<file path="config.mk">
export PLATFORM = sky130hd
export DESIGN_NAME = systolic_skew_feeder
export DESIGN_NICKNAME = d
export VERILOG_FILES = /design/src/rtl/systolic_skew_feeder.sv
export SDC_FILE = /design/constraint.sdc
export NUM_CORES = 1
export LEC_CHECK = 0
export BUFFER_PORTS_ARGS = -buffer_cell sky130_fd_sc_hd__buf_4
export CORE_ASPECT_RATIO = 0.6
export CORE_UTILIZATION = 57
export CTS_BUF_LIST = sky130_fd_sc_hd__clkbuf_4
export CTS_CLUSTER_SIZE = 12
export DETAILED_ROUTE_END_ITERATION = 8
export PLACE_DENSITY_LB_ADDON = 0.25
export SLEW_MARGIN = 10
export SYNTH_ARGS = -nofsm -noshare
export SYNTH_HDL_FRONTEND = slang
export SYNTH_SLANG_ARGS = --single-unit
</file>
<file path="constraint.sdc">
create_clock -name clk_i -period 4.4 [get_ports clk_i]
set_input_delay 0.44 -clock clk_i [delete_from_list [all_inputs] [get_ports clk_i]]
set_output_delay 0.44 -clock clk_i [all_outputs]
set_load 0.1 [all_outputs]
</file>
<file path="src/rtl/systolic_skew_feeder.sv">
// systolic_skew_feeder
// Front end of the systolic matrix multiplier. It latches a DIM x DIM operand
// pair (A by rows, B by columns) and streams it into the array's west and
// north edges as diagonally skewed wavefronts, one diagonal per clock. It
// holds start_bit_o until the array reports done, then goes idle again.
//
// Ports:
//   clk_i        clock, rising edge
//   rst_ni       asynchronous active-low reset
//   start_i      request, accepted only while ready_o=1
//   a_i, b_i     operand matrices, element [r][c] at (r*DIM+c)*DATA_WIDTH
//   done_i       done_o from the array
//   west_o       west edge lanes, lane i at i*DATA_WIDTH
//   north_o      north edge lanes, lane j at j*DATA_WIDTH
//   start_bit_o  start_bit to the array
//   ready_o      idle, can accept start_i
//   busy_o       inverse of ready_o
module systolic_skew_feeder #(
    parameter int unsigned BUS_WIDTH  = 32,
    parameter int unsigned DATA_WIDTH = 8,
    parameter int unsigned CNTBITS    = 4
) (
    input  logic                                                              clk_i,
    input  logic                                                              rst_ni,
    input  logic                                                              start_i,
    input  logic [(BUS_WIDTH/DATA_WIDTH)*(BUS_WIDTH/DATA_WIDTH)*DATA_WIDTH-1:0] a_i,
    input  logic [(BUS_WIDTH/DATA_WIDTH)*(BUS_WIDTH/DATA_WIDTH)*DATA_WIDTH-1:0] b_i,
    input  logic                                                              done_i,
    output logic [(BUS_WIDTH/DATA_WIDTH)*DATA_WIDTH-1:0]                      west_o,
    output logic [(BUS_WIDTH/DATA_WIDTH)*DATA_WIDTH-1:0]                      north_o,
    output logic                                                              start_bit_o,
    output logic                                                              ready_o,
    output logic                                                              busy_o
);

    localparam int unsigned DIM       = BUS_WIDTH / DATA_WIDTH;
    localparam int unsigned MAT_W     = DIM * DIM * DATA_WIDTH;
    localparam int unsigned LANE_W    = DIM * DATA_WIDTH;
    localparam int unsigned LAST_STEP = 2 * DIM - 2;

    localparam logic [1:0] ST_IDLE = 2'd0;
    localparam logic [1:0] ST_FEED = 2'd1;
    localparam logic [1:0] ST_WAIT = 2'd2;

    logic [1:0]         state_q,     state_d;
    logic [CNTBITS-1:0] cnt_q,       cnt_d;
    logic [MAT_W-1:0]   a_q,         a_d;
    logic [MAT_W-1:0]   b_q,         b_d;
    logic [LANE_W-1:0]  west_q,      west_d;
    logic [LANE_W-1:0]  north_q,     north_d;
    logic               start_bit_q, start_bit_d;
    logic               ready_q,     ready_d;
    logic               busy_q,      busy_d;

    // West wavefront at step t: lane i carries A[i][t-i] while that column exists.
    function automatic logic [LANE_W-1:0] west_step(input logic [MAT_W-1:0] m,
                                                    input int unsigned       t);
        logic [LANE_W-1:0] v;
        v = '0;
        for (int unsigned i = 0; i < DIM; i++) begin
            if ((t >= i) && ((t - i) < DIM)) begin
                v[i*DATA_WIDTH +: DATA_WIDTH] = m[(i*DIM + (t - i))*DATA_WIDTH +: DATA_WIDTH];
            end
        end
        return v;
    endfunction

    // North wavefront at step t: lane j carries B[t-j][j] while that row exists.
    function automatic logic [LANE_W-1:0] north_step(input logic [MAT_W-1:0] m,
                                                     input int unsigned       t);
        logic [LANE_W-1:0] v;
        v = '0;
        for (int unsigned j = 0; j < DIM; j++) begin
            if ((t >= j) && ((t - j) < DIM)) begin
                v[j*DATA_WIDTH +: DATA_WIDTH] = m[((t - j)*DIM + j)*DATA_WIDTH +: DATA_WIDTH];
            end
        end
        return v;
    endfunction

    // State and datapath registers.
    always_ff @(posedge clk_i or negedge rst_ni) begin
        if (!rst_ni) begin
            state_q     <= ST_IDLE;
            cnt_q       <= '0;
            a_q         <= '0;
            b_q         <= '0;
            west_q      <= '0;
            north_q     <= '0;
            start_bit_q <= 1'b0;
            ready_q     <= 1'b1;
            busy_q      <= 1'b0;
        end else begin
            state_q     <= state_d;
            cnt_q       <= cnt_d;
            a_q         <= a_d;
            b_q         <= b_d;
            west_q      <= west_d;
            north_q     <= north_d;
            start_bit_q <= start_bit_d;
            ready_q     <= ready_d;
            busy_q      <= busy_d;
        end
    end

    // Next-state and next-output logic.
    always_comb begin
        state_d     = state_q;
        cnt_d       = cnt_q;
        a_d         = a_q;
        b_d         = b_q;
        west_d      = west_q;
        north_d     = north_q;
        start_bit_d = start_bit_q;
        ready_d     = ready_q;
        busy_d      = busy_q;

        case (state_q)
            ST_IDLE: begin
                if (start_i) begin
                    // Step 0 comes straight from the inputs so it is visible
                    // in the first cycle after acceptance.
                    a_d         = a_i;
                    b_d         = b_i;
                    west_d      = west_step(a_i, 0);
                    north_d     = north_step(b_i, 0);
                    cnt_d       = CNTBITS'(1);
                    start_bit_d = 1'b1;
                    ready_d     = 1'b0;
                    busy_d      = 1'b1;
                    state_d     = ST_FEED;
                end
            end
            ST_FEED: begin
                // cnt_q holds the step to present at this edge; once it passes
                // the last diagonal it parks at 2*DIM-1.
                if (32'(cnt_q) <= LAST_STEP) begin
                    west_d  = west_step(a_q, 32'(cnt_q));
                    north_d = north_step(b_q, 32'(cnt_q));
                    cnt_d   = cnt_q + CNTBITS'(1);
                end else begin
                    west_d  = '0;
                    north_d = '0;
                    state_d = ST_WAIT;
                end
            end
            ST_WAIT: begin
                west_d  = '0;
                north_d = '0;
                if (done_i) begin
                    start_bit_d = 1'b0;
                    ready_d     = 1'b1;
                    busy_d      = 1'b0;
                    state_d     = ST_IDLE;
                end
            end
            default: begin
                west_d      = '0;
                north_d     = '0;
                start_bit_d = 1'b0;
                ready_d     = 1'b1;
                busy_d      = 1'b0;
                state_d     = ST_IDLE;
            end
        endcase
    end

    assign west_o      = west_q;
    assign north_o     = north_q;
    assign start_bit_o = start_bit_q;
    assign ready_o     = ready_q;
    assign busy_o      = busy_q;

endmodule

</file>
==> After elaboration in Yosys (flattened, before gate mapping) <==
Cells that the tools add are included.
{ "word_totals": {"register_bits": 328, "input_bits": 260, "out_inout_bits": 67, "wordCells": 77} }
{ "classes": {"add_sub_neg": 10, "magnitude_cmp": 8, "n_eq_ne": 6, "shifts": 8, "mux": 27, "bitwise": 1, "n_reduce_logical": 9} }
{ "ops": {"columns": ["cell", "count"], "rows": [
  ["$shiftx A128 B33 Y8", 6],
  ["$mux W32", 4],
  ["$pmux W32 S2", 2],
  ["$shiftx A128 B10 Y8", 1],
  ["$shiftx A128 B8 Y8", 1],
  ["$lt A32 B3 Y1 const B", 3],
  ["$mux W8", 8],
  ["$add A4 B29 Y29 const A", 2],
  ["$add A3 B29 Y29 const A", 1],
  ["$add A7 B3 Y8 const B", 2],
  ["$sub A4 B2 Y5 const B", 2],
  ["$reduce_and A3 Y1", 3],
  ["$add A7 B2 Y8 const B", 1],
  ["$ge A4 B2 Y1 const B", 2],
  ["$mux W4", 2],
  ["$ne A2 B2 Y1 const B", 4],
  ["$pmux W4 S2", 1],
  ["$mux W2", 3],
  ["$pmux W1 S3", 2],
  ["$pmux W2 S3", 1],
  ["$sub A4 B1 Y5 const B", 1],
  ["$add A4 B1 Y4 const B", 1],
  ["$ge A4 B1 Y1 const B", 1],
  ["$le A4 B3 Y1 const B", 1],
  ["other kinds (9)", 14]
]} }

==> Longest topological paths before layout <==
Gate-level depths: netlist (run 1).
{ "logic_depth": {"ltp_word": 6, "mapped_depth": 13, "depth_no_buf": 9} }

==> Worst setup path before layout (run 1) <==
OpenSTA, ideal clock, no wires.
{ "synth_path": {"kind": "register to register", "start": "register cnt_q[1]", "end": "register west_q[14] (netlist: west_o[14])", "setup_time_ns": 0.122, "arrival_time_ns": 3.473, "t_required_ns": 4.278, "slack_ns": 0.806, "stages_incl_launch_ff": 13, "n_path_buf": 6, "period_less_slack_ns": 3.594, "cell_sequence": "dfrtp_1 > buf_6 > clkbuf_1 > buf_1 > inv_1 > ha_1 > xnor2_1 > buf_2 > clkbuf_1 > ha_1 > clkbuf_1 > mux4_2 > a22o_1"} }
{ "synth_between": {"elab_chain_len": 6, "elab_cells_between_ends": 10, "cone_classes": "add/sub (2); order compare (3); shift (1); mux (3); reduce/logical (1)"} }
{ "synth_rtl": {"columns": ["item", "line", "source"], "rows": [
  ["from (decl)", "46", "logic [CNTBITS-1:0] cnt_q, cnt_d;"],
  ["from (signal assigned)", "95", "cnt_q <= cnt_d;"],
  ["$sub A4 B1 Y5", "61, 62", null],
  ["$add A3 B29 Y29 / $lt A32 B3 Y1 (equally long branches)", "62, 61", null],
  ["$shiftx A128 B33 Y8 / $logic_and A1 B1 Y1 (equally long branches)", "62, 61", null],
  ["$mux W8", "61", "if ((t >= i) && ((t - i) < DIM)) begin"],
  ["$mux W32 (*)", "137", "if (32'(cnt_q) <= LAST_STEP) begin"],
  ["$pmux W32 S2 (*)", "118", "case (state_q)"],
  ["to (signal assigned)", "98", "west_q <= west_d;"],
  ["to (decl)", "49", "logic [LANE_W-1:0] west_q, west_d;"]
]} }
Every way passes the cells marked *; elsewhere a longest branch is shown, timed or not.
A chain may end at the register's enable or synchronous reset.

==> Final worst setup path (run 1) <==
{ "layout_path": {"start": "register cnt_q[1]", "end": "register west_q[18] (netlist: west_o[18])"} }
{ "layout_between": {"elab_chain_len": 6, "elab_cells_between_ends": 10, "cone_classes": "add/sub (2); order compare (3); shift (1); mux (3); reduce/logical (1)"} }
{ "layout_rtl": {"columns": ["item", "line"], "rows": [
  ["$sub A4 B2 Y5", "61, 62"],
  ["$add A4 B29 Y29 / $lt A32 B3 Y1 (equally long branches)", "62, 61"],
  ["$shiftx A128 B33 Y8 / $logic_and A1 B1 Y1 (equally long branches)", "62, 61"],
  ["$mux W8", "61"],
  ["$mux W32 (*)", "137"],
  ["$pmux W32 S2 (*)", "118"]
]} }
Marked as above.

==> impl_metrics.json, run 1 <==
{
  "final_core_util_pct": 83.19,
  "remaining_drc_errors": 0,
  "ys_seq_area_share_pct": 52.34,
  "crit_fanout": 20,
  "yosysWarnings": 0,
  "hold_end": "north_o[4]",
  "syn_avg_cell_area_sq_um": 14.42,
  "fmax_mhz": 302.7,
  "ios": 327,
  "r2r_end": "west_o[18]",
  "synth-seq-cells": 328,
  "cts_max_level": 3,
  "synth_nets": 1361,
  "total_power_uw": 15910,
  "fin_crit_sh_pct": 75.08,
  "rrSetupSlack_ns": 1.10,
  "grt_use_total_pct": 37.24,
  "power_density_mw_per_mm2": 716.1,
  "drt_iter0_markers": 1260,
  "initial_utilization_pct": 58.73,
  "drv_slew": 0,
  "min_from": "start_i",
  "rsz0062_at_grt": "no",
  "r2r-start": "cnt_q[1]",
  "numClockSinks": 328,
  "syn2layout_area_growth_pct": 41.64,
  "wirelength_mm": 51.19,
  "cts_tree": "yes",
  "status": "complete, no violations",
  "p_sw_uw": 6320,
  "fin_skew_ns": 0.06851,
  "gp_congestion": 0.8926,
  "layout-drive-gt1-share_pct": 47.95,
  "min_period_ns": 3.304,
  "die-area_sq_mm": 0.02821,
  "ys_types": 45,
  "hold_slack_ns": 0.1568,
  "avgRoutedWirePerCell_um": 24.04,
  "synth_flop_cell": "dfrtp_1",
  "grt_pass1_wl_mm": 77.71,
  "vias_per_cell": 5.899,
  "io_buffers": 326,
  "ant_nets": 0,
  "synth_edf_count": 0,
  "slew_headroom_pct": 37.76,
  "max_slew.worst_pin.slew_ns": 0.9336,
  "clk_pin_slew_worst_paths_ns": 0.11,
  "final_cell_mix": "buf_4, dfrtp_1, mux2_2, dlygate4sd3_1, clkbuf_4",
  "finalNonFillerCells": 2129,
  "clkPwrFrac_pct": 17.9,
  "required_ns": 5.12,
  "antenna_found_initial": 5,
  "fillers": 1320,
  "first_pass_iters": 5,
  "setup-tns-final_ns": 0,
  "fin_nets": 1968,
  "max_cap_viol_count": 0,
  "grt_max_degree": 133,
  "switching_share_pct": 39.72,
  "numCtsBuffers": 79,
  "worstPathArrival_ns": 4.02,
  "grt.overflow.total": 0,
  "layout_commonest_cell": "buf_4",
  "end_kind": "flip-flop",
  "p_int_uw": 9589,
  "fp.dieH_um": 130.5,
  "syn_inst": 1088,
  "hold_depth": 3,
  "setup_violations": 0,
  "dp_hpwl_mm": 28.43,
  "path_class": "reg2reg",
  "clockBufferDepth": 3,
  "netlist_area_sq_mm": 0.01569,
  "reg2reg_depth": 6,
  "dieWidth_um": 216.2,
  "power.leakage_uw": 0.01007,
  "max-vdd-ir-drop_uv": 512.1,
  "via_count": 12560,
  "grt_pass1_vias": 13380,
  "core-area_sq_mm": 0.02671,
  "clk_latency_ns": 0.86,
  "combPwrFrac_pct": 47.3,
  "row_count": 46,
  "dp_cells": 1716,
  "startpoint_type": "flip-flop",
  "seqPwrFrac_pct": 34.8,
  "worstHoldPathType": "in2reg",
  "async_flop_share_pct": 100.0,
  "cts_setup_buffers": 0,
  "hold_violations": 0,
  "cts_root_buf": "clkbuf_4"
}
per-layer routing:
metal  vias up  global-route usage, %  wire, um
met5         -                      0        27
met4         4                  14.50      1858
met3       169                  11.64      4911
met2       749                  59.94     24530
met1      6358                  48.03     19870
li1       5279                      -         -
power by group through the flow:
stage / clock [uW] / combinational [uW] / sequential (uW)
6_report: 2850 / 7530 / 5530
2_1_floorplan: 0 / 4840 / 5730
4_1_cts: 2790 / 7290 / 5380
3_5_place_dp: 0 / 7050 / 5420
5_1_grt: 3030 / 7940 / 5660
3_3_place_gp: 0 / 6890 / 5370
synthesized netlist by cell type (3+ instances only):
cell type	count	share of area, %
ha_1	13	1.0
nand2_1	53	1.3
nand3_1	5	0.16
mux2i_1	51	3.3
nand2b_1	4	0.16
o21ai_2	8	0.45
o22a_1	3	0.17
o21ai_0	35	1.1
dfrtp_1	327	52
a22o_1	13	0.73
a32o_1	4	0.26
nor2_1	18	0.43
nor3_1	13	0.41
nand3b_1	3	0.14
buf_2	18	0.57
xnor2_1	5	0.28
clkbuf_1	46	1.1
inv_1	50	1.2
buf_1	8	0.19
mux4_2	98	14
mux2_2	258	19
a21oi_1	27	0.86
worst max-delay path by stage:
stage                     depth (start not counted)         end  slack, ns     start
after global placement                            6  west_o[21]       1.22  cnt_q[1]
after detailed placement                          7  west_o[21]       1.14  cnt_q[1]
final                                             6  west_o[18]       1.10  cnt_q[1]
after global routing                              7  west_o[21]       0.97  cnt_q[1]
after floorplan                                  12  west_o[14]       0.81  cnt_q[1]
after CTS                                         7  west_o[18]       1.13  cnt_q[1]
through the flow:
step | worst slack (ns) | cell area, sq um
CTS | 1.127 | 22190
detailed placement | 1.139 | 18510
global route | 0.9676 | 22210
floorplan | 0.8056 | 15690
global placement | 1.218 | 18510
finish | 1.096 | 22220
what timing repair did:
item / 4_1_cts / 5_1_grt
hold buffers: 258 / 0
endpoints found under the hold margin: 383 / 0
resized for setup: 0 / 0
state kept, by name (all words and copies together) (netlist names):
| register | flops |
|---|---|
| west_o | 32 |
| cnt_q | 4 |
| b_q | 128 |
| a_q | 128 |
| busy_o | 1 |
| ready_o | 1 |
| state_q | 2 |
| north_o | 32 |
final cells by class:
| class | instances | area [sq um] | share of cell area (%) |
|---|---|---|---|
| Tap cell | 360 | 450.4 | 2.027 |
| Clock buffer | 115 | 863.3 | 3.886 |
| Sequential cell | 328 | 8214 | 36.97 |
| Antenna cell | 9 | 22.52 | 0.1014 |
| Inverter | 51 | 191.4 | 0.8617 |
| Clock inverter | 31 | 237.7 | 1.070 |
| Timing Repair Buffer | 601 | 5228 | 23.53 |
| Multi-Input combinational cell | 634 | 7009 | 31.55 |
cell families (layout without fill, tap and decap cells):
logic type / after synthesis / count (layout) / share of synthesized area, %
AOI/OAI and AO/OA: 98 / 98 / 3.949
xor gates and xnor gates: 6 / 6 / 0.3350
adders and majority gates: 13 / 13 / 1.037
buffers and inverters: 126 / 798 / 3.279
DFF: 328 / 328 / 52.34
muxes: 407 / 407 / 35.85
other: 0 / 9 / 0
and+or+nand+nor: 110 / 110 / 3.215
critical path, cell delays in order, from the launching register on:
cell	delay, ns
dfrtp_2	0.75
ha_1	0.24
and3b_1	0.19
or3_1	0.43
or4_1	0.75
or3b_1	0.65
o21ai_2	0.21
Note: power is estimated with default switching activity, not from simulation.
==> run 2: changes to the inputs <==
Settings changed: ABC_AREA set to 1, CORE_UTILIZATION 57 to 52.
Clock period 4.4 ns to 3 ns, I/O delays scaled along.
==> run 2 against run 1 <==
  * Die area grew 14%
  * Highest routed layer is now met4
  * Combinational power grew 61%
  * Count of clock-buffer cells in the layout grew 2
  * Core utilization shrank 8.7 points
==> impl_metrics.json, run 2 <==
{
  "worstPathArrival_ns": 3.31,
  "yosysWarnings": 0,
  "clk_latency_ns": 0.79,
  "largestRegisters": "a_q: 128 flops, b_q: 128 flops",
  "clockBufferDepth": 3,
  "ys_seq_area_share_pct": 50.33,
  "io_buffers": 326,
  "startpoint_type": "flip-flop",
  "syn_avg_cell_area_sq_um": 7.381,
  "grt_use_total_pct": 36.34,
  "row_count": 49,
  "grt.overflow.total": 0,
  "final_cell_mix": "nand2_1, buf_4, dfrtp_1",
  "fin_skew_ns": 0.05402,
  "core-area_sq_mm": 0.03041,
  "async_flop_share_pct": 100.0,
  "via_count": 17520,
  "wirelength_mm": 57.51,
  "grt_pass1_wl_mm": 91.60,
  "power.leakage_uw": 0.01201,
  "setup_violations": 0,
  "required_ns": 3.65,
  "rrSetupSlack_ns": 0.34,
  "rsz0062_at_grt": "no",
  "avgRoutedWirePerCell_um": 17.67,
  "first_pass_iters": 6,
  "gp_congestion": 0.9437,
  "syn2layout_area_growth_pct": 38.88,
  "antenna_found_initial": 4,
  "min_period_ns": 2.663,
  "dp_slack_ns": 0.4585,
  "worstHoldPathType": "in2async",
  "cts_tree": "yes",
  "cts_resized": 0,
  "cts_setup_buffers": 0,
  "fin_crit_sh_pct": 88.77,
  "synth_top_area_share_pct": 50.16,
  "die-area_sq_mm": 0.03210,
  "status": "complete, no violations",
  "ys_types": 32,
  "layout-drive-gt1-share_pct": 17.84,
  "max_cap_viol_count": 0,
  "synth_edf_count": 0,
  "drt_iter0_markers": 1980,
  "total_power_uw": 23580,
  "r2r-start": "cnt_q[1]",
  "yosys.area.top_type": "dfrtp_1",
  "fp.dieH_um": 139.2,
  "max-vdd-ir-drop_uv": 782.3,
  "numCtsBuffers": 81,
  "ant_nets": 0,
  "worstPathCellList": "inv_1 -> buf_4 -> ha_1 -> nand2_1 -> nand2_1 -> xor2_1 -> inv_1 -> ha_1 -> inv_1 -> nand3_1 -> nand3_1 -> nand2_1",
  "critPathLaunch": "cnt_q[1]",
  "synth_area_leaders": "dfrtp_1, nand2_1, nand3_1, o21ai_0, buf_2",
  "synth_common_cells": "nand2_1, dfrtp_1, nand3_1",
  "synth_flop_cell": "dfrtp_1",
  "clk_pin_slew_worst_paths_ns": 0.07,
  "remaining_drc_errors": 0,
  "max_slew.worst_pin.slew_ns": 0.9141,
  "fin_ws_ns": 0.3370,
  "dieWidth_um": 230.7,
  "layout_commonest_cell": "nand2_1",
  "reg2reg_depth": 12,
  "cpPeakStageDelay_ns": 0.43,
  "grt_pass1_vias": 17560,
  "initial_utilization_pct": 53.64,
  "synth_most_common_cell": "nand2_1",
  "crit_fanout": 12,
  "dp_hpwl_mm": 35.28,
  "vias_per_cell": 5.385,
  "cts_root_buf": "clkbuf_4",
  "synth_nets": 2483,
  "dp_cells": 2842,
  "cts_max_level": 3,
  "slew_headroom_pct": 38.83,
  "netlist_area_sq_mm": 0.01631,
  "grt_max_degree": 95,
  "power_density_mw_per_mm2": 1041,
  "synth-seq-cells": 328,
  "slowest_stage": "ha_1",
  "fin_nets": 3049,
  "path_class": "reg2reg",
  "ios": 327,
  "finalNonFillerCells": 3254,
  "numClockSinks": 328,
  "syn_inst": 2210,
  "hold_violations": 0,
  "fmax_mhz": 375.5,
  "drv_slew": 0,
  "end_kind": "flip-flop",
  "setup-tns-final_ns": 0
}
-- run 2: cell types whose count changed in the layout (fill, tap and decap cells not counted), moves of 12 or more --
cell     change
a22o_1      -13
inv_1       +15
mux2_2     -258
mux2i_1     -51
mux4_2      -98
nand2_1   +1082
nand3_1    +242
nor2_1      +32
nor3_1      -12
o21ai_0    +118
-- run 2: worst paths after layout --
| kind | endpoint |
|---|---|
| worst max-delay path | west_o[11] |
| worst min-delay path | a_q[85] |
| worst max register to register | west_o[11] |
| worst min register to register | b_q[43] |
| max in group asynchronous | ready_o |
| min in group clk_i | a_q[39] |
-- run 2: routing by layer --
layer,vias to the layer above,global-route usage [%],routed length [um]
li1,8165,-,-
met1,8262,50.37,24330
met2,926,54.71,25520
met3,169,9.108,5775
met4,0,14.64,1887
met5,-,0,0
-- run 2: cell type report --
cell class	instances	area, sq um
multi-input cells	1674	7196
well taps	408	510.5
clock inverters	32	155.1
inverters	77	301.5
repair buffers	614	5390
diodes	4	10.01
flip-flops and latches	328	8213
clock buffers	117	878.3
fillers	2268	7755
-- run 2: cells by family after synthesis --
group	count (synthesis)	share of synthesized area [%]
fa+ha+maj	13	0.9972
flops	328	50.33
buf+inv	208	5.753
simple gates	1444	35.60
xor+xnor	3	0.3912
compound gates	214	6.934
-- run 2: stage by stage --
stage / util (%) / hold slack [ns] / area [sq um]
2_1_floorplan: - / 0.004409 / 16310
3_3_place_gp: 62.54 / 0.3779 / 19020
3_5_place_dp: 62.54 / 0.3774 / 19020
4_1_cts: 74.47 / 0.1203 / 22640
5_1_grt: 74.49 / 0.1759 / 22650
6_report: 74.50 / 0.1223 / 22650
-- run 2: power breakdown --
group / internal, uW / total, uW / switching (uW)
combinational: 3730 / 12100 / 8380
sequential: 6280 / 7620 / 1340
clock: 1890 / 3860 / 1960
total: 11900 / 23600 / 11700
-- run 2: critical path, delay by kind of cell (launching register included) --
family | cells | cell delay, ns
fa+ha+maj | 2 | 0.61
buf+inv | 4 | 0.67
flops | 1 | 0.41
simple gates | 5 | 0.61
xor+xnor | 1 | 0.23
-- run 2: timing repair --
item	CTS	global route
endpoints found under the setup margin	0	0
hold buffers	259	0
hold endpoints to repair	364	0
==> run 3: changes to the inputs <==
Settings changed: ABC_AREA 1 to 0, CORE_UTILIZATION 52 to 51.
==> run 3 against run 2 <==
  * Combinational power down 8%
  * Cell count is 33% lower
  * Power is 3.5% lower
  * Largest power group unchanged
  * Critical path type unchanged
  * Via count fell by 31%
  * Wire length is 17% lower
  * Fmax is 4.2% lower
  * Count of clock-buffer cells in the layout decreased by 1
  * Highest routed layer unchanged
==> impl_metrics.json, run 3 (synthesis results as in run 1) <==
{
  "status": "complete, no violations",
  "cpPeakStageDelay_ns": 0.66,
  "crit_top_cell": "ha_1",
  "vias_per_cell": 5.546,
  "required_ns": 3.63,
  "die-area_sq_mm": 0.03148,
  "ant_nets": 0,
  "cts_tree": "yes",
  "cts_resized": 0,
  "slowest_stage": "ha_1",
  "layout_commonest_cell": "buf_4",
  "gp_congestion": 0.8900,
  "hold_violations": 0,
  "antenna_found_initial": 5,
  "avgRoutedWirePerCell_um": 21.90,
  "layout-drive-gt1-share_pct": 48.30,
  "fin_skew_ns": 0.04977,
  "grt_max_degree": 100,
  "fin_nets": 1980,
  "grt.overflow.total": 0,
  "setup_violations": 0,
  "io_buffers": 326,
  "clk_latency_ns": 0.76,
  "max_slew.worst_pin.slew_ns": 0.6535,
  "power.leakage_uw": 0.01010,
  "worstPathCellList": "inv_1 -> ha_1 -> a21boi_0 -> xnor2_1 -> ha_1 -> nand2_1 -> o22a_1 -> a32o_1",
  "cp_top_family": "adder cells",
  "slew_headroom_pct": 56.33,
  "path_class": "reg2reg",
  "fin_crit_sh_pct": 92.65,
  "drt_iter0_markers": 966,
  "cp.buffers_inverters": 1,
  "power_density_mw_per_mm2": 1021,
  "fp.dieH_um": 137.8,
  "worstHoldPathType": "in2async",
  "min_period_ns": 2.780,
  "numCtsBuffers": 79,
  "drv_slew": 0,
  "row_count": 49,
  "fmax_mhz": 359.8,
  "final_cell_mix": "buf_4, dfrtp_1, mux2_2, dlygate4sd3_1, clkbuf_4",
  "cts_setup_buffers": 0,
  "dp_hpwl_mm": 29.91,
  "fillers": 1882,
  "wirelength_mm": 47.70,
  "stdcell_area_sq_mm": 0.02228,
  "syn2layout_area_growth_pct": 42.02,
  "core-area_sq_mm": 0.03010,
  "post_dp_cell_area_sq_mm": 0.01870,
  "grt_use_total_pct": 31.32,
  "numClockSinks": 328,
  "via_count": 12080,
  "dieWidth_um": 228.4,
  "rsz0062_at_grt": "no",
  "crit_fanout": 12,
  "end_kind": "flip-flop",
  "cts_root_buf": "clkbuf_4",
  "largestRegisters": "a_q: 128 flops, b_q: 128 flops",
  "clk_pin_slew_worst_paths_ns": 0.07,
  "startpoint_type": "flip-flop",
  "ios": 327,
  "cts_max_level": 3,
  "grt_pass1_vias": 12850,
  "max_cap_viol_count": 0,
  "clockBufferDepth": 3,
  "setup-tns-final_ns": 0,
  "max-vdd-ir-drop_uv": 737.9,
  "worstPathArrival_ns": 3.41,
  "first_pass_iters": 5,
  "remaining_drc_errors": 0,
  "initial_utilization_pct": 52.11,
  "grt_pass1_wl_mm": 73.65
}
## run 3: worst paths after layout
kind	to	start	cells after the start	slack [ns]
worst max-delay path	west_o[11]	cnt_q[2]	8	0.22
worst min-delay path	b_q[77]	rst_ni	2	0.11
worst max register to register	west_o[11]	cnt_q[2]	8	0.22
worst min register to register	north_o[31]	north_o[31]	2	0.48
max in group asynchronous	ready_o	rst_ni	3	1.95
min in group clk_i	north_o[0]	start_i	3	0.11
## run 3: cell type report
| type | instances | area (sq um) | share of cell area, % |
|---|---|---|---|
| diodes | 6 | 15.01 | 0.06740 |
| clock buffers | 116 | 870.8 | 3.909 |
| clock inverters | 22 | 110.1 | 0.4943 |
| inverters | 51 | 191.4 | 0.8594 |
| multi-input cells | 634 | 7009 | 31.46 |
| flip-flops and latches | 328 | 8214 | 36.87 |
| well taps | 408 | 510.5 | 2.292 |
| repair buffers | 613 | 5355 | 24.04 |
## run 3: timing repair
item,4_1_cts,5_1_grt
endpoints found under the setup margin,0,0
hold endpoints to repair,516,0
hold buffers,258,0
## run 3: metrics by stage
stage,hold WS (ns),utilization (%),total power [uW],cells,setup slack [ns]
detailed placement,0.2894,62.11,18450,1776,0.2490
global route,0.09118,74.00,23950,2178,0.05522
global placement,0.2917,62.11,18120,1776,0.3020
floorplan,0.004409,-,15510,1088,0.001903
finish,0.1093,74.00,22750,2178,0.2205
CTS,0.02634,73.95,22500,2172,0.2465
## run 3: power by group
group	leakage (uW)	switching (uW)	internal [uW]
logic	0.00554	5470	5610
clock network	0.000588	1870	1860
registers	0.00397	1530	6410
## run 3: metal layers
layer,track usage (%),vias to the layer above,part of all wire [%]
met3,10.76,83,9.5
met4,8.650,0,1.7
met5,0,-,0
met2,48.04,585,47
met1,42.74,6105,42
li1,-,5307,-
